`src/rtl/bchan_pkg.sv`:
```
// Shared B-channel definitions: BRESP encodings and output-register state.
package bchan_pkg;

    localparam logic [1:0] RESP_OKAY   = 2'b00;
    localparam logic [1:0] RESP_EXOKAY = 2'b01;
    localparam logic [1:0] RESP_SLVERR = 2'b10;
    localparam logic [1:0] RESP_DECERR = 2'b11;

    typedef enum logic {
        EMPTY = 1'b0,
        FULL  = 1'b1
    } bstate_e;

endpackage

```
`src/rtl/bchan_rr_arbiter.sv`:
```
// Round-robin arbiter: first requester at or above ptr (cyclically) wins.
module bchan_rr_arbiter #(
    parameter int NUM_SLV = 5
) (
    input  logic [NUM_SLV-1:0]         req,
    input  logic [$clog2(NUM_SLV)-1:0] ptr,
    input  logic                       en,
    output logic [NUM_SLV-1:0]         grant,
    output logic [$clog2(NUM_SLV)-1:0] grant_idx
);
    localparam int PW = $clog2(NUM_SLV);
    localparam logic [PW:0] NS = (PW+1)'(NUM_SLV);

    logic [PW:0] idx;
    logic        found;

    // Scan ptr, ptr+1, ... wrapping; one extra bit holds ptr+i before wrap.
    always_comb begin
        grant     = '0;
        grant_idx = '0;
        found     = 1'b0;
        idx       = '0;
        for (int i = 0; i < NUM_SLV; i++) begin
            idx = {1'b0, ptr} + (PW+1)'(i);
            if (idx >= NS) idx = idx - NS;
            if (en && !found && req[idx]) begin
                found      = 1'b1;
                grant[idx] = 1'b1;
                grant_idx  = idx[PW-1:0];
            end
        end
    end

endmodule

```
`src/rtl/bchan_rr_router.sv`:
```
// B-channel N:1 router with round-robin arbitration into a one-entry
// output register. Optional BCHAN_ERR_CNT_EN adds a saturating error counter.
module bchan_rr_router
    import bchan_pkg::*;
#(
    parameter int NUM_SLV    = 5,
    parameter int sID_width  = 6,
    parameter int mID_width  = 2,
    parameter int user_width = 1
) (
    input  logic                            clk,
    input  logic                            reset,
    input  logic [NUM_SLV*sID_width-1:0]    s_BID,
    input  logic [NUM_SLV*2-1:0]            s_BRESP,
    input  logic [NUM_SLV*user_width-1:0]   s_BUSER,
    input  logic [NUM_SLV-1:0]              s_BVALID,
    output logic [NUM_SLV-1:0]              s_BREADY,
    output logic [mID_width-1:0]            m_BID,
    output logic [1:0]                      m_BRESP,
    output logic [user_width-1:0]           m_BUSER,
    output logic                            m_BVALID,
    input  logic                            m_BREADY,
    output logic [$clog2(NUM_SLV)-1:0]      B_src
`ifdef BCHAN_ERR_CNT_EN
    ,
    output logic [15:0]                     err_cnt
`endif
);
    localparam int PW = $clog2(NUM_SLV);
    localparam logic [PW-1:0] LAST = PW'(NUM_SLV - 1);

    bstate_e             state, state_nxt;
    logic [PW-1:0]       ptr;
    logic                load_en;
    logic                accept;
    logic [NUM_SLV-1:0]  grant;
    logic [PW-1:0]       grant_idx;
    logic                unused_bid;

    // Upper slave ID bits are intentionally dropped on the master side.
    assign unused_bid = ^s_BID;

    assign load_en  = (state == EMPTY) || (state == FULL && m_BVALID && m_BREADY);
    assign accept   = |grant;
    assign s_BREADY = grant;

    bchan_rr_arbiter #(.NUM_SLV(NUM_SLV)) u_arb (
        .req       (s_BVALID),
        .ptr       (ptr),
        .en        (load_en && !reset),
        .grant     (grant),
        .grant_idx (grant_idx)
    );

    // State register.
    always_ff @(posedge clk) begin
        if (reset) state <= EMPTY;
        else       state <= state_nxt;
    end

    // Next state: a fresh accept always fills; a drained handshake empties.
    always_comb begin
        state_nxt = state;
        if (accept)                        state_nxt = FULL;
        else if (state == FULL && m_BREADY) state_nxt = EMPTY;
    end

    // Output decode.
    always_comb begin
        m_BVALID = (state == FULL);
    end

    // Payload capture and round-robin pointer advance on accept.
    always_ff @(posedge clk) begin
        if (reset) begin
            ptr     <= '0;
            m_BID   <= '0;
            m_BRESP <= RESP_OKAY;
            m_BUSER <= '0;
            B_src   <= '0;
        end else if (accept) begin
            m_BID   <= s_BID[grant_idx*sID_width +: mID_width];
            m_BRESP <= s_BRESP[grant_idx*2 +: 2];
            m_BUSER <= s_BUSER[grant_idx*user_width +: user_width];
            B_src   <= grant_idx;
            ptr     <= (grant_idx == LAST) ? '0 : grant_idx + PW'(1);
        end
    end

`ifdef BCHAN_ERR_CNT_EN
    // Count SLVERR/DECERR responses delivered to the master, saturating.
    always_ff @(posedge clk) begin
        if (reset)
            err_cnt <= '0;
        else if (m_BVALID && m_BREADY &&
                 (m_BRESP == RESP_SLVERR || m_BRESP == RESP_DECERR) &&
                 err_cnt != 16'hFFFF)
            err_cnt <= err_cnt + 16'd1;
    end
`endif

endmodule

```
`config.mk`:
```
export PLATFORM = sky130hd
export DESIGN_NAME = bchan_rr_router
export DESIGN_NICKNAME = d
export VERILOG_FILES = /design/src/rtl/bchan_pkg.sv /design/src/rtl/bchan_rr_arbiter.sv /design/src/rtl/bchan_rr_router.sv
export SDC_FILE = /design/constraint.sdc
export NUM_CORES = 1
export LEC_CHECK = 0
export ABC_CLOCK_PERIOD_IN_PS = 7000
export CAP_MARGIN = 15
export CORE_UTILIZATION = 50
export DETAILED_ROUTE_END_ITERATION = 8
export GPL_TIMING_DRIVEN = 0
export PLACE_DENSITY = 0.82
export SLEW_MARGIN = 15
export SYNTH_ARGS = -nofsm -noshare
export SYNTH_HDL_FRONTEND = slang
export SYNTH_SLANG_ARGS = --single-unit
```
`constraint.sdc`:
```
create_clock -name clk -period 7 [get_ports clk]
set_input_delay 2.1 -clock clk [delete_from_list [all_inputs] [get_ports clk]]
set_output_delay 2.1 -clock clk [all_outputs]
set_load 0.1 [all_outputs]
```
==> flow_summary.yaml, run 1 <==
sta:
  final-setup-viol-count: 0
  setup_tns_ps: 0
  fmax_ghz: 0.146
  hold_viol_final: 0
  rsz0062_at_grt: "false"
  timing.final.crit_period_ps: 6830
  finalCritPeriodShare_pct: 97.6
  skew_ps: 1.20
  slew_headroom_pct: 33.7
  worstMarginPinSlew_ps: 991
  slew_viol_final: 0
power_and_ir_drop:
  ir_drop_mv: 0.261
  p_sw_mw: 1.03
  power.static_leakage_nw: 1.26
  internal_power_uw: 663
  p_per_area_nw_per_um2: 535
  power_frac_clock_pct: 3.8
  p_comb_share_pct: 89.0
  p_seq_share_pct: 7.2
  p_sw_share_pct: 60.9
grt:
  grtUsageTotal_pct: 33.1
  grt_pass1_vias: 2943
  grt_pass1_wl_um: 13900
  grt.overflow.total: 0
  antenna_found_initial: 0
  grt_max_degree: 12
synth:
  ys_ff_latch: 12
  yosys.area_share.simple_pct: 30.9
  yosysWarnings: 0
  netlist-cell-type-count: 73
  yosys.area_share.adder_pct: 6.22
  syn-num-nets: 400
  synth.mux.area_fraction_pct: 7.85
  synthCells: 335
  synth_largest_area_cell: "dfxtp_1"
  synth_commonest_cells: "a21oi_1, nand2_1, nor2_1, dfxtp_1, o21ai_0"
  netlist_area_sq_um: 2530
  async_flop_share_pct: 0
  postSynthAreaPerCell_sq_um: 7.56
  synth_compound_area_share_pct: 37.3
  synth_enable_flop_cells: 0
  synth_xor_area_share_pct: 2.77
  netlist_top_cells_area: "dfxtp_1, ha_1, a21oi_1"
  synth_top_family_by_area: "compound AO/OA/AOI/OAI gates"
  synth-seq-area-share_pct: 9.48
  synth_top_area_share_pct: 9.48
  synthFlopType: "dfxtp_1"
floorplanning:
  core_area_sq_um: 4790
  die_area_sq_um: 5360
  fp.dieH_um: 73.2
  std_cell_rows: 25
  pin_count: 67
  start_util_pct: 52.9
  die_w_um: 73.2
placed_design:
  place.port_buffers: 46
  place_area_sq_um: 3080
  dp_hpwl_um: 6820
  gp_congestion: 0.961
worst_hold_path:
  hp-class: "reg2reg"
worst_setup_path:
  path_class: "in2out"
  cp.arrival_ps: 4730
  crit_required_ps: 4900
  critPathMaxStageDelay_ps: 420
  slowest_stage: "dlygate4sd2_1"
  path_cells: "dlygate4sd2_1 -> mux2i_1 -> o32ai_2 -> a31oi_1 -> a22o_2 -> o211ai_4 -> nor2_1 -> a221o_1 -> a221o_1 -> buf_4"
  worstPathMaxFanout: 8
  crit_top_cell: "a221o_1"
  cp-end-kind: "output pin"
  start_kind: "input port"
clocking:
  cts_buffer_depth: 2
  numCtsBuffers: 3
  cts_tree: "built"
  clockRootBuffer: "clkbuf_8"
  htreeDepth: 1
  path_clk_slew_ps: 50
  insertion_delay_ps: 240
  cts.sink_count: 12
run:
  drv_cap: 0
routing:
  dr.pass1.iters: 5
  drc: 0
  via_count: 3107
  vias_per_cell: 6.86
  wl_um: 8810
  drt_iter0_markers: 359
  routedWlPerCell_um: 19.5
  drtAntennaViolNets: 0
final_layout:
  finish.instance_area_sq_um: 3170
  drive_gt1_share_pct: 18.4
  area_growth_pct: 25.0
  fin_nets: 453
  diodes: 0
status:
  status: "finished, final reports clean"
## sequential cells by signal, summed over array words and instances (netlist names)
name,cells
B_src,3
ptr,3
m_BID,2
m_BRESP,2
m_BUSER,1
m_BVALID,1
## through the flow
step / std cells / hold slack, ps / total power, mW / setup slack [ps] / util [%]
2_1_floorplan: 335 / 694 / 1.25 / -605 / -
3_3_place_gp: 448 / 531 / 1.54 / -945 / 64.3
3_5_place_dp: 448 / 546 / 1.57 / -1010 / 64.3
4_1_cts: 451 / 553 / 1.65 / 10.3 / 65.3
5_1_grt: 453 / 595 / 1.80 / 54.9 / 66.2
6_report: 453 / 548 / 1.69 / 171 / 66.2
## critical path, delay by kind of cell
kind / cells / cell delay (ps)
AO/OA/AOI/OAI: 6 / 1700
buffers and inverters: 2 / 670
multiplexers: 1 / 150
AND/OR/NAND/NOR: 1 / 110
## final timing paths
| check | start | endpoint | slack (ps) | depth (start not counted) |
|---|---|---|---|---|
| worst max-delay path | s_BVALID[1] | s_BREADY[3] | 170 | 10 |
| worst min-delay path | m_BVALID$_SDFFE_PP0P_ | m_BVALID$_SDFFE_PP0P_ | 550 | 2 |
| worst max register to register | ptr[1]$_SDFFE_PP0P_ | m_BID[1]$_SDFFE_PP0P_ | 1990 | 15 |
| worst min register to register | m_BVALID$_SDFFE_PP0P_ | m_BVALID$_SDFFE_PP0P_ | 550 | 2 |
## layout by cell type, fill, tap and decap left out, types with 7 or more instances in the layout
cell type / synthesis / final
a21o_1: 7 / 7
a21oi_1: 27 / 27
a22oi_1: 7 / 7
buf_2: 8 / 8
buf_4: 2 / 8
clkdlybuf4s50_1: 0 / 36
dfxtp_1: 12 / 12
ha_1: 11 / 11
inv_1: 7 / 7
mux2_2: 11 / 11
nand2_1: 27 / 27
nand2b_1: 11 / 11
nor2_1: 21 / 21
nor3_1: 9 / 8
nor3_2: 8 / 9
nor4_1: 7 / 7
o21ai_0: 12 / 12
xnor2_1: 7 / 7
## power groups by stage
stage / sequential [mW] / combinational [mW] / clock (mW)
floorplan: 0.232 / 1.02 / 0
global placement: 0.120 / 1.42 / 0
detailed placement: 0.123 / 1.44 / 0
CTS: 0.122 / 1.46 / 0.0638
global route: 0.125 / 1.60 / 0.0671
finish: 0.122 / 1.51 / 0.0646
## area by class of cell
class	instances	area, sq um
clock buffers	3	41.3
well taps	67	83.8
flip-flops and latches	12	240
multi-input cells	295	2200
repair buffers	48	468
plain buffers	19	105
fillers	449	1620
inverters	9	33.8
## logic make-up after synthesis
family / count (synthesis)
compound gates: 125
xor+xnor: 8
fa+ha+maj: 12
buf+inv: 28
flops: 12
mux: 18
simple gates: 132
## timing repair
| item | in CTS | in global routing |
|---|---|---|
| gates resized for setup | 35 | 11 |
| endpoints found under the hold margin | 0 | 0 |
| pin swaps | 0 | 2 |
| buffers inserted | 0 | 2 |
| setup endpoints to repair | 5 | 5 |
| hold buffers | 0 | 0 |
## per-layer routing
metal  GRT usage, %  vias up  wire, um
met3           5.94       43       913
met1           41.6     1438      3480
li1               -     1410         -
met2           54.7      216      4010
met5              0        -         0
met4           14.8        0       405
Note: power is estimated with default switching activity, not from simulation.
==> run 2, diff against run 1 <==
- CORE_UTILIZATION: 50 -> 25
- PLACE_DENSITY: 0.82 -> unset
==> flow_summary.yaml, run 2 (synthesis results as in run 1) <==
grt:
  grt.overflow.total: 0
  grtUsageTotal_pct: 17.1
  grt_pass1_wl_um: 14100
  antenna_found_initial: 0
  grt_max_degree: 12
  grt_pass1_vias: 2755
power_and_ir_drop:
  power.total_mw: 1.69
  p_per_area_nw_per_um2: 519
  power.static_leakage_nw: 1.25
  ir_drop_mv: 0.161
worst_setup_path:
  worstPathMaxFanout: 6
  path_class: "in2out"
  critPathMaxStageDelay_ps: 650
  slowest_stage: "clkdlybuf4s50_1"
  start_kind: "input port"
  critPathBufInv: 3
  path_delay_family: "compound AO/OA/AOI/OAI gates"
  cp-end-kind: "output pin"
  reg2reg_slack_ps: 1860
  path_cells: "clkdlybuf4s50_1 -> nand2_1 -> a21oi_1 -> nor3b_2 -> buf_4 -> a22oi_1 -> nor2_2 -> a221o_1 -> a221o_1 -> buf_4"
  crit_required_ps: 4900
  cp.arrival_ps: 4750
routing:
  drc: 0
  drtAntennaViolNets: 0
  routedWlPerCell_um: 17.1
  via_count: 2996
  wl_um: 8880
  dr_wl_met2_um: 4000
  wl_met3_um: 675
  routed.top_layer: "met4"
  vias_per_cell: 5.76
  wl_met1_um: 3940
  dr.pass1.iters: 6
  drt_iter0_markers: 235
status:
  status: "finished, final reports clean"
sta:
  hold_viol_final: 0
  skew_ps: 5.18
  worstMarginPinSlew_ps: 986
  slew_viol_final: 0
  slew_headroom_pct: 34.1
  timing.final.crit_period_ps: 6850
  finalCritPeriodShare_pct: 97.9
  rsz0062_at_grt: "false"
  fmax_ghz: 0.146
  final-setup-viol-count: 0
worst_hold_path:
  hp-class: "reg2reg"
placed_design:
  place.port_buffers: 46
  dp.cells: 514
  gp_congestion: 0.915
  dp_hpwl_um: 6830
  place_area_sq_um: 3160
final_layout:
  drive_gt1_share_pct: 18.6
  reg_top3: "B_src (3), ptr (3)"
  fin_nets: 453
  diodes: 0
  finalNonFillerCells: 520
  finish.instance_area_sq_um: 3260
  final_common_cell: "clkdlybuf4s50_1"
  area_growth_pct: 28.8
  final_cell_mix: "clkdlybuf4s50_1, a21oi_1, nand2_1"
floorplanning:
  std_cell_rows: 36
  core_area_sq_um: 9820
  pin_count: 67
  start_util_pct: 25.8
  fp.dieH_um: 103
  die_area_sq_um: 10500
  die_w_um: 103
clocking:
  cts_tree: "built"
  cts_buffer_depth: 2
  numCtsBuffers: 3
  clockRootBuffer: "clkbuf_8"
  cts.sink_count: 12
  hold_buffers: 0
  htreeDepth: 1
  path_clk_slew_ps: 50
  insertion_delay_ps: 240
run:
  drv_cap: 0
-- run 2: worst paths after layout --
path	from	endpoint	cells after the start
worst min-delay path	m_BVALID$_SDFFE_PP0P_	m_BVALID$_SDFFE_PP0P_	2
worst max register to register	ptr[1]$_SDFFE_PP0P_	m_BRESP[0]$_SDFFE_PP0P_	16
worst min register to register	m_BVALID$_SDFFE_PP0P_	m_BVALID$_SDFFE_PP0P_	2
worst max-delay path	s_BVALID[2]	s_BREADY[3]	10
-- run 2: final cells by class --
cell class	count	area (sq um)
fill	1079	6560
multi-input combinational	295	2190
timing repair buffer	48	469
sequential	12	240
tap	133	166
buffer	19	104
clock buffer	4	55.1
inverter	9	33.8
-- run 2: metrics by stage --
| stage | hold slack [ps] | worst slack [ps] | setup TNS, ps | util (%) |
|---|---|---|---|---|
| 3_5_place_dp | 539 | -956 | -4440 | 32.2 |
| 3_3_place_gp | 540 | -979 | -4430 | 32.2 |
| 6_report | 537 | 148 | 0 | 33.2 |
| 2_1_floorplan | 694 | -605 | -1210 | - |
| 5_1_grt | 597 | 9.35 | 0 | 33.2 |
| 4_1_cts | 547 | 3.47 | 0 | 32.9 |
-- run 2: layer usage --
metal  global-route usage (%)  vias up
li1                         -     1420
met1                     22.7     1411
met2                     28.0      142
met3                     2.71       23
met4                     5.93        0
met5                        0        -
-- run 2: repair_timing --
| action | CTS | global route |
|---|---|---|
| cloned | 0 | 0 |
| pin swaps | 1 | 0 |
| setup endpoints to repair | 5 | 5 |
| buffers inserted | 2 | 0 |
| resized for setup | 35 | 10 |
-- run 2: power breakdown --
group / switching (mW) / total (mW) / leakage [nW] / internal, mW
Clock: 0.0251 / 0.0747 / 0.0288 / 0.0496
Sequential: 0.0278 / 0.121 / 0.0990 / 0.0937
Combinational: 0.967 / 1.50 / 1.12 / 0.531
-- run 2: tightest hold or removal path, stage by stage (launching register included) --
cell and delay, ps:
dfxtp_1 300, nand2b_1 100, a31oi_1 80
==> run 3, diff against run 2 <==
- CAP_MARGIN: 15 -> unset
==> results of run 3 <==
No change in the layout: final DEF, timing and power equal those of run 2.
